--- src/rtl/ccm_port_arbiter.sv ---
// Single-port CCM arbiter between instruction fetch (IF) and load/store (LS).
// LS wins by default; IF gets forced priority after STARVE_MAX consecutive denials.
module ccm_port_arbiter #(
  parameter int unsigned STARVE_MAX = 4
) (
  input  logic        clk,
  input  logic        rst_n,

  input  logic        if_req_valid,
  input  logic [31:0] if_req_addr,
  output logic        if_req_ready,
  output logic        if_rsp_valid,
  output logic [31:0] if_rsp_data,

  input  logic        ls_req_valid,
  input  logic        ls_req_we,
  input  logic [31:0] ls_req_addr,
  input  logic [31:0] ls_req_wdata,
  output logic        ls_req_ready,
  output logic        ls_rsp_valid,
  output logic [31:0] ls_rsp_data,

  output logic        mem_en,
  output logic        mem_we,
  output logic [31:0] mem_addr,
  output logic [31:0] mem_wdata,
  input  logic [31:0] mem_rdata
);

  typedef enum logic [1:0] {
    TagNone = 2'd0,
    TagIf   = 2'd1,
    TagLs   = 2'd2
  } tag_e;

  localparam logic [3:0] StarveMax = 4'(STARVE_MAX);

  logic [3:0] starve_q, starve_d;
  tag_e       tag_q, tag_d;

  logic if_force;
  logic grant_if;
  logic grant_ls;

  // Byte offset bits are dropped on the way to the word-addressed CCM.
  logic unused_addr_bits;
  assign unused_addr_bits = ^{if_req_addr[1:0], ls_req_addr[1:0]};

  // Grant decode; rst_n gating keeps every handshake output low while in reset.
  always_comb begin
    if_force = (starve_q == StarveMax);
    grant_if = rst_n & if_req_valid & (~ls_req_valid | if_force);
    grant_ls = rst_n & ls_req_valid & ~grant_if;
  end

  assign if_req_ready = grant_if;
  assign ls_req_ready = grant_ls;

  // Starvation counter: counts denied IF cycles, saturating at StarveMax.
  always_comb begin
    starve_d = '0;
    if (if_req_valid && !grant_if) begin
      if (starve_q < StarveMax) begin
        starve_d = starve_q + 4'd1;
      end else begin
        starve_d = starve_q;
      end
    end
  end

  // Response tag: only reads produce a response.
  always_comb begin
    tag_d = TagNone;
    if (grant_if) begin
      tag_d = TagIf;
    end else if (grant_ls && !ls_req_we) begin
      tag_d = TagLs;
    end
  end

  // Memory port mux.
  always_comb begin
    mem_en    = 1'b0;
    mem_we    = 1'b0;
    mem_addr  = '0;
    mem_wdata = '0;
    if (grant_if) begin
      mem_en   = 1'b1;
      mem_addr = {2'b00, if_req_addr[31:2]};
    end else if (grant_ls) begin
      mem_en    = 1'b1;
      mem_we    = ls_req_we;
      mem_addr  = {2'b00, ls_req_addr[31:2]};
      mem_wdata = ls_req_wdata;
    end
  end

  // Response outputs, data zeroed when not valid.
  always_comb begin
    if_rsp_valid = (tag_q == TagIf);
    ls_rsp_valid = (tag_q == TagLs);
    if_rsp_data  = if_rsp_valid ? mem_rdata : '0;
    ls_rsp_data  = ls_rsp_valid ? mem_rdata : '0;
  end

  always_ff @(posedge clk or negedge rst_n) begin
    if (!rst_n) begin
      starve_q <= '0;
      tag_q    <= TagNone;
    end else begin
      starve_q <= starve_d;
      tag_q    <= tag_d;
    end
  end

  a_grant_onehot: assert property (@(posedge clk) disable iff (!rst_n)
    !(grant_if && grant_ls));

  a_starve_bound: assert property (@(posedge clk) disable iff (!rst_n)
    starve_q <= StarveMax);

  a_rsp_exclusive: assert property (@(posedge clk) disable iff (!rst_n)
    !(if_rsp_valid && ls_rsp_valid));

  a_no_grant_idle: assert property (@(posedge clk) disable iff (!rst_n)
    !(grant_if || grant_ls) |-> (!mem_en && !mem_we && mem_addr == '0 && mem_wdata == '0));

endmodule

--- config.mk ---
export PLATFORM = sky130hd
export DESIGN_NAME = ccm_port_arbiter
export DESIGN_NICKNAME = d
export VERILOG_FILES = /design/src/rtl/ccm_port_arbiter.sv
export SDC_FILE = /design/constraint.sdc
export NUM_CORES = 1
export LEC_CHECK = 0
export ABC_AREA = 1
export BUFFER_PORTS_ARGS = -buffer_cell sky130_fd_sc_hd__buf_4
export CAP_MARGIN = 20
export CORE_AREA = 2 2 104 106
export DETAILED_ROUTE_END_ITERATION = 7
export DIE_AREA = 0 0 106 108
export PLACE_DENSITY_LB_ADDON = 0.12
export SLEW_MARGIN = 30
export SYNTH_ARGS = -nofsm -noshare
export SYNTH_HDL_FRONTEND = slang
export SYNTH_SLANG_ARGS = --single-unit
export TNS_END_PERCENT = 50
--- constraint.sdc ---
create_clock -name clk -period 1.95 [get_ports clk]
set_input_delay 0.39 -clock clk [delete_from_list [all_inputs] [get_ports clk]]
set_output_delay 0.39 -clock clk [all_outputs]
set_load 0.05 [all_outputs]
Word-level counts from Yosys, hierarchy flattened

Cells that the tools add are included.

Add/subtract/negate cells: 1
Magnitude comparators: 1
Equal/unequal tests: 4
Multiplexer cells: 14
Bitwise operators: 7
Reductions and logical operators: 4

Operator list:

| operator              | count |
|---|---|
| $mux W32              | 4 |
| $mux W30              | 2 |
| $mux W4               | 2 |
| $add A4 B1 Y4 const B | 1 |
| $and A1 B1 Y1         | 4 |
| $eq A4 B3 Y1 const B  | 1 |
| $lt A4 B3 Y1 const B  | 1 |
| $mux W1               | 4 |
| $mux W2               | 2 |
| $eq A2 B1 Y1 const B  | 1 |
| $eq A2 B2 Y1 const B  | 1 |
| $logic_and A1 B1 Y1   | 2 |
| $logic_not A1 Y1      | 2 |
| $ne A2 B1 Y1 const B  | 1 |
| $not A1 Y1            | 2 |
| $or A1 B1 Y1          | 1 |

Register bits after elaboration: 6
Bits of input ports: 133
Output and inout port bits: 134

Longest topological paths before layout

Gate-level depths: netlist (run 1).

Word-level depth: 8
Mapped depth: 8
Depth with buffers taken out: 7

Worst setup path before layout (run 1)

Ideal clock, no wire load.

Kind: register to output
Start point: register tag_q[0]
End point: output port ls_rsp_data[10]
Arrival time: 2.122 ns
Path slack: -0.562 ns
Stages on the path, launching flop included: 5
Path buffers: 1
Cell sequence: dfrtp_1 > nor2_1 > inv_1 > buf_2 > nor2_1

Word-level cells in the longest chain between the ends: 2

Ends and longest elaborated chain:

| what                   | line | RTL |
|---|---|---|
| from (decl)            | 39   | `tag_e tag_q, tag_d;` |
| from (signal assigned) | 109  | `tag_q <= TagNone;` |
| from (signal assigned) | 112  | `tag_q <= tag_d;` |
| $eq A2 B2 Y1           | 101  | `ls_rsp_valid = (tag_q == TagLs);` |
| via ls_rsp_valid       | 20   | `output logic ls_rsp_valid,` |
| $mux W32               | 103  | `ls_rsp_data = ls_rsp_valid ? mem_rdata : '0;` |
| to (decl)              | 21   | `output logic [31:0] ls_rsp_data,` |

The timed path passes the listed nets, and every way through them passes these cells.

Worst setup path after layout (run 1)

Start point: register starve_q[0]
End point: output port mem_addr[25]

Word-level cells in the longest chain between the ends: 7

Ends and longest elaborated chain:

| what                   | line | RTL |
|---|---|---|
| from (decl)            | 38   | `logic [3:0] starve_q, starve_d;` |
| from (signal assigned) | 111  | `starve_q <= starve_d;` |
| $eq A4 B3 Y1 *         | 51   | `if_force = (starve_q == StarveMax);` |
| $or A1 B1 Y1 *         | 52   | `grant_if = rst_n & if_req_valid & (~ls_req_valid \| if_force);` |
| $and A1 B1 Y1 *        | 52   |  |
| $not A1 Y1             | 53   | `grant_ls = rst_n & ls_req_valid & ~grant_if;` |
| $and A1 B1 Y1          | 53   |  |
| $mux W30               | 90   | `end else if (grant_ls) begin` |
| $mux W30 *             | 87   | `if (grant_if) begin` |
| to (decl)              | 25   | `output logic [31:0] mem_addr,` |

Mark *: on every way between the ends. The rest lies on a longest branch, timed or not.

==> flow_results.org, run 1 <==
** Run status
- Status :: complete, but fails checks
- The final reports fail on setup timing.

** Synthesis
- Number of distinct standard cells referenced by the synthesized netlist :: 24
- In the synthesized netlist, the number of instances is 311.
- Ranked by total cell area, the synthesized netlist is headed by nor2_1, inv_1, nand2_1.
- Proportion of synthesized chip area in sequential cells :: 9.20%
- After Yosys synthesis, XOR and XNOR cells account for 0.536% of the synthesized area.
- After synthesis, the largest family of logic cells by area is simple AND/OR/NAND/NOR gates.
- Mux contribution to synthesized area :: 0%
- Summing every instance area after synthesis gives 1630 sq um.
- Average instance area after synthesis :: 5.25 sq um
- The synthesized netlist devotes 1.53% of its cell area to adder and majority cells.
- The synthesized netlist devotes 1.61% of its cell area to compound gates.
- Number of register bits inferred by synthesis :: 6
- The synthesized netlist devotes 59.2% of its cell area to simple gates.
- Most area-hungry cell type in the Yosys netlist :: nor2_1
- Top-area cell type share of the netlist area :: 17.5%
- Ys Warns :: 0

** Setup path
- Largest fanout on the critical path :: 8
- By startpoint and endpoint, the worst setup path is classified as flip-flop to output pin.
- In this run the critical register-to-register path is launched from starve_q[0].
- The endpoint identified for the worst register-to-register timing path is tag_q[0].
- Worst Reg-to-Reg Cells :: 8
- STA classifies the critical path endpoint as an output pin.
- Critical Path AT :: 1.64 ns
- Data on the critical path is required at its endpoint by 1.56 ns.
- For flop-to-flop paths, the worst setup slack is 0.55 ns.
- STA classifies the critical path startpoint as a flip-flop.

** Global route
- First-pass GRT wire length :: 12100 um
- The number of antenna violations at the first check in global routing is 0.
- Total congestion overflow :: 0
- Entering global routing, the biggest net connects 34 pins.
- Total Routing Usage GR :: 12.9%
- Number of global-route vias before repair :: 2610

** Power and ir drop
- Switching power share of the total :: 49.3%
- Comb pwr share :: 79.7%
- Relative contribution of the clock network to total power :: 11.5%
- Reg power frac :: 8.8%
- IR analysis of the VDD net gives a maximum drop of 0.226 mV.
- For this design the total switching power over the nets is 0.784 mW.
- The internal power of the cells totals 0.806 mW.
- Leakage :: 2.74 nW
- In this run the power density over the cells is 333 nW/um^2.
- Total power :: 1.59 mW

** Drt
- In this run, the number of DRC markers left after iteration 0 of detailed routing was 144.
- Using the TritonRoute via totals, the vias-per-cell ratio works out to 3.89.
- Average wire length per cell after detail routing :: 11.7 um
- Antenna-violating nets left :: 0
- The final route contains 2812 vias.
- Number of detailed-route iterations in the first pass :: 4
- In the routed design, unresolved DRC markers number 0.
- Total wirelength of the detailed-routed design :: 8410 um

** Timing
- Setup repair after global routing could not meet its margin everywhere.
- Final count of negative-setup-slack endpoints :: 59
- Between clock sinks in the finished design, the worst skew comes to 0.00388 ns.
- The max-slew violation count came to 0.
- Final hold violations :: 0
- Clock period minus worst slack :: 2.03 ns
- Derived from the worst setup path, the maximum achievable clock frequency is 494 MHz.
- Final Cycle Share :: 104%
- Worst-case hold slack :: 0.0779 ns
- Post-route setup slack :: -0.0759 ns
- Adding up every negative setup slack in the final design gives -1.96 ns.

** Clock network
- Clk sinks :: 6
- No sink is reached through more buffers than the 2 on the longest clock path.
- Number of hold buffers added after CTS :: 0
- The cell sitting at the root of the clock tree is a clkbuf_8.
- Clock-pin slew was measured on the worst setup and hold paths at 0.04 ns.
- In this run the number of H-tree levels came out at 1.
- TritonCTS built the clock tree.
- The number of clock buffers added by TritonCTS is 3.
- Worst-skew pair later-pin latency :: 0.22 ns

** Finish
- Nets :: 723
- Ratio of cells with drive above 1 in the final layout :: 71.2%
- Area grow syn2layout :: 192%
- Count of inserted antenna diode cells :: 0
- In the final layout, the multi-input gates occupy 1420 sq um.
- After filler insertion, the fill cell instance count of the layout stands at 1016.
- After routing the design area is 4770 sq um.
- Post-layout utilization of the core :: 46.7%
- Excluding fillers, the count of instances in the completed layout stands at 722.
- Sequential cell area :: 150 sq um

** Placement
- Buffers on Ports :: 260
- Post-Place Worst Slack :: 0.0406 ns
- At the end of routability-driven placement, the weighted congestion stood at 0.706.
- In this run the cell area measured after placement is 3830 sq um.
- Hpwl dp :: 6550 um
- In this run, placement finished with an instance count of 702.

** Die
- 267 I/O pins were placed.
- Number of core rows :: 37
- The core region is 10200 sq um.
- Full die area :: 11400 sq um
- Die span in y :: 108 um
- For this configuration, the core starts out at a cell density of 16.0%.
- Die W :: 106 um

** Run
- Max-Cap Viols :: 0

** Min path
- The min-delay analysis places its worst path in the category input pin to asynchronous set/reset pin.
==> kinds of logic after synthesis <==
logic type / Yosys count
XOR/XNOR: 1
AND/OR/NAND/NOR: 204
flip-flops: 6
adder cells (fa/ha/maj): 2
other: 1
AO/OA/AOI/OAI: 3
buffers and inverters: 94
==> registers in the layout, indices dropped and copies added, names as in the netlist <==
signal    count
tag_q         2
starve_q      4
==> routing by layer <==
layer	up-vias	wire (um)	share of wire, %	GRT usage, %
met3	2	952	11	5.12
li1	1424	-	-	-
met4	0	33	0.39	1.41
met5	-	0	0	0
met1	1240	2740	33	12.8
met2	146	4680	56	25.9
==> cells in the final DEF (no fill, tap or decap) <==
cell         n
buf_4      209
inv_1       69
buf_6       44
nor2_1      41
nor2_2      37
nand2_2     32
nand3_1     30
nor2_4      27
buf_8       26
nand2_4     18
nand2_1     17
buf_12       9
dfrtp_1      6
inv_2        4
clkbuf_8     3
clkbuf_16    3
a21oi_1      2
conb_1       2
nand3_4      1
a21oi_4      1
clkinv_2     1
nand2_8      1
xor2_1       1
ha_4         1
ha_1         1
==> how the worst max path moves through the flow <==
stage | slack, ns | cells after the start | startpoint | endpoint
global placement | 0.05 | 9 | starve_q[0] | mem_addr[20]
detailed placement | 0.04 | 9 | starve_q[0] | mem_addr[20]
floorplan | -0.05 | 7 | starve_q[0] | mem_wdata[0]
CTS | -0.10 | 9 | starve_q[1] | mem_addr[29]
finish | -0.08 | 9 | starve_q[0] | mem_addr[25]
global route | -0.17 | 9 | starve_q[0] | mem_addr[25]
==> worst max-delay path: stages (launching register included) <==
cell and delay (ns):
dfrtp_1 0.38, inv_2 0.09, ha_4 0.14, nand3_4 0.08, a21oi_4 0.18, buf_6 0.14
buf_12 0.13, nand2_2 0.06, nand2_2 0.08, buf_8 0.14
==> power groups by stage <==
stage / Clock (mW) / Sequential, mW / Combinational, mW
final: 0.183 / 0.140 / 1.27
after global routing: 0.196 / 0.141 / 1.34
after CTS: 0.187 / 0.140 / 1.17
after detailed placement: 0 / 0.141 / 1.05
after global placement: 0 / 0.140 / 1.04
after floorplan: 0 / 0.140 / 0.634
==> what timing repair did <==
item / CTS / global route
gates cloned: 0 / 3
pin swaps: 17 / 29
setup endpoints to repair: 65 / 68
gates resized for setup: 105 / 91
buffers inserted: 10 / 4
==> cell usage after synthesis, drive strengths merged <==
cell / n
nor2: 105
ha: 2
nand2: 68
clkinv: 1
buf: 17
a21oi: 3
xor2: 1
inv: 73
nand3: 31
clkbuf: 3
dfrtp: 6
conb: 1
==> area by class of cell <==
class	instances	share of cell area, %
clock buffers	3	0.865
inverters	74	5.84
flip-flops and latches	6	3.14
repair buffers	291	56.8
multi-input cells	212	29.8
well taps	136	3.56
No activity file was read; power rests on OpenSTA's default activity.
==> inputs of run 2 (changes only) <==
==> constraint.sdc (replaced) <==
create_clock -name clk -period 2.17 [get_ports clk]
set_input_delay 0.434 -clock clk [delete_from_list [all_inputs] [get_ports clk]]
set_output_delay 0.434 -clock clk [all_outputs]
set_load 0.05 [all_outputs]
==> run 2 against run 1 <==
  * Die area unchanged
  * Routed wire length decreased by 4.5%
  * Non-clock buffer count decreased by 20
  * Worst hold slack got worse by 0.053 ns
  * Largest cell class unchanged
  * Clock-buffer cell count unchanged
  * Sequential cell count unchanged
  * Combinational power decreased by 24%
  * The flow now finishes without violations
  * Global-route usage decreased by 1.0 points
  * Sequential share of layout area increased by 0.65 points
  * Sequential power decreased by 10%
  * Critical path depth unchanged
==> flow_results.org, run 2 (same netlist as run 1, synthesis figures left out) <==
** Placement
- Hpwl dp :: 6210 um (-5.1%)
- Cell Count Post-Placement :: 693 (-1.3%)
- The worst setup timing slack at the placement stage is 0.00791 ns (-0.0327 ns).
- Routability-driven placement congestion ratio :: 0.700 (-0.86%)
- The count of buffers from port buffering was 260 (unchanged).

** Global route
- Total Routing Usage GR :: 11.8% (-1.0 points)
- The first-pass GRT wire length was 11200 um (-6.9%).
- The largest net degree at the start of global routing is 34 (unchanged).
- Antenna violations before repair :: 0 (unchanged)
- The number of global-route vias before repair is 2407 (-7.8%).
- Total congestion overflow :: 0 (unchanged)

** Die
- Core region area :: 10200 sq um (unchanged)
- Die W :: 106 um (unchanged)
- Full die area :: 11400 sq um (unchanged)
- The die extent in y came to 108 um (unchanged).
- The initial core utilization was 16.0% (unchanged).
- The number of placement rows is 37 (unchanged).
- Ports placed on the boundary :: 267 (unchanged)

** Clock network
- Total CTS buffers :: 3 (unchanged)
- Number of hold buffers added after CTS :: 0 (unchanged)
- CTS tree :: built
- Cell chosen for the clock root :: clkbuf_8
- Deepest level of the CTS H-tree :: 1 (unchanged)
- The maximum buffer depth of the clock tree is 2 (unchanged).
- Clk sinks :: 6 (unchanged)
- Worst-skew pair later-pin latency :: 0.22 ns (about the same)
- The clock-pin slew on the worst setup and hold paths was 0.04 ns (about the same).

** Timing
- After layout, the minimum clock period comes to 2.11 ns.
- Worst clock skew :: 0.00166 ns (-0.00222 ns)
- Post-route setup slack :: 0.0573 ns (+0.133 ns)
- Final Cycle Share :: 97.4%
- Final hold violations :: 0 (unchanged)
- Timing-limited maximum frequency :: 473 MHz
- Final-report max-slew violation count :: 0 (unchanged)
- The number of endpoints failing setup at the final stage was 0 (-100%).

** Drt
- Residual DRC :: 0 (unchanged)
- The number of nets with antenna violations after detailed routing came to 0 (unchanged).
- Total wirelength of the detailed-routed design :: 8040 um (-4.5%)
- The routed length per instance is 11.4 um (-1.9%).
- Initial DRC count :: 155 (+7.6%)
- Vias per cell :: 3.92 (+0.55%)
- Vias after detailed routing :: 2753 (-2.1%)
- Signal routing reaches up to met4.
- Met1 wire length :: 2710 um (-1.3%)
- Total met3 wirelength after detailed routing :: 832 um (-13%)
- Amount of wire on met2 after detailed routing :: 4380 um (-6.4%)
- The number of optimization iterations in the first detailed-route pass was 4 (unchanged).

** Power and ir drop
- Leakage :: 2.45 nW (-11%)
- The cell area power density was 318 nW/um^2 (-4.5%).
- Total power :: 1.26 mW (-21%)
- The worst voltage drop across the vdd grid was 0.156 mV (-31%).

** Setup path
- The data required time of the worst path was 1.74 ns (+0.18 ns).
- The critical path starts at starve_q[1].
- The critical path is of the flip-flop to output pin type.
- Largest fanout on the critical path :: 7 (-1)
- The worst setup path is captured at an output pin.
- Critical Path Source Type :: flip-flop
- Worst flop-to-flop path startpoint :: starve_q[1]
- Critical Path AT :: 1.68 ns (+0.04 ns)

** Finish
- Leaving out fill and tap cells, the most frequent cells in the layout are buf_4, nor2_1, inv_1.
- Ratio of cells with drive above 1 in the final layout :: 55.7% (-15 points)
- Area grow syn2layout :: 142%
- Counting flops per register, the top entry is starve_q.
- The library cell used most frequently in the layout, excluding fill and tap cells, is buf_4.
- Count of inserted antenna diode cells :: 0 (unchanged)
- The number of nets in the layout is 704 (-2.6%).
- Non-filler cells, final :: 703 (-2.6%)
- Number of flip-flops under the largest register name :: 4 (unchanged)
- Largest registers ranked by flip-flop count :: starve_q x4, tag_q x2

** Run status
- Status :: finished, final reports clean

** Run
- Max-Cap Viols :: 0 (unchanged)

** Min path
- The path class of the tightest hold or removal check is input pin to asynchronous set/reset pin.
==> run 2: changes by cell type in the layout (fill, tap and decap cells not counted), sizes merged <==
cell	before	now
buf	288	269
clkbuf	6	5
nand2	68	69
==> run 2: worst max-delay path, stage by stage, from the launching register on <==
cell,delay (ns)
dfrtp_1,0.38
inv_2,0.09
ha_4,0.14
nand3_4,0.09
a21oi_4,0.18
buf_12,0.14
buf_6,0.13
nand2_1,0.06
nand2_1,0.06
buf_4,0.19
==> run 2: metal layers <==
layer	vias to the layer above	global-route usage, %
met5	-	0
met4	0	1.22
met3	8	4.16
met2	153	24.8
met1	1204	11.3
li1	1388	-
==> run 2: path summary, 6_finish.rpt <==
kind	slack (ns)	cells after the start	end
hold reg to reg	0.55	2	starve_q[3]
hold / removal	0.02	1	starve_q[2]
setup / recovery	0.06	9	mem_addr[15]
min in group clk	0.38	2	tag_q[1]
setup reg to reg	0.72	8	tag_q[1]
max in group asynchronous	2.02	1	tag_q[1]
==> run 2: layout make-up <==
class	instances	area, sq um
Fill cell	1073	6280
Timing Repair Buffer	271	2230
Multi-Input combinational cell	213	1080
Inverter	74	279
Tap cell	136	170
Sequential cell	6	150
Clock buffer	3	41.3
==> run 2: through the flow <==
stage	utilization (%)	TNS, ns	cell area, sq um	hold WS, ns
after floorplan	-	-3.37	1640	0.138
after global placement	35.8	0	3660	0.257
after detailed placement	35.8	0	3660	0.262
after CTS	36.8	-0.000490	3770	0.0242
after global routing	38.6	-0.0347	3950	0.0276
final	38.6	0	3950	0.0246
==> run 2: power breakdown <==
group	internal (mW)	switching, mW
Sequential	0.120	0.00578
Combinational	0.376	0.588
Clock	0.119	0.0488
==> run 2: timing repair <==
item,CTS,global route
pin swaps,2,7
gates resized for setup,9,27
cloned,1,3
buffers inserted,1,2
endpoints found under the setup margin,54,61
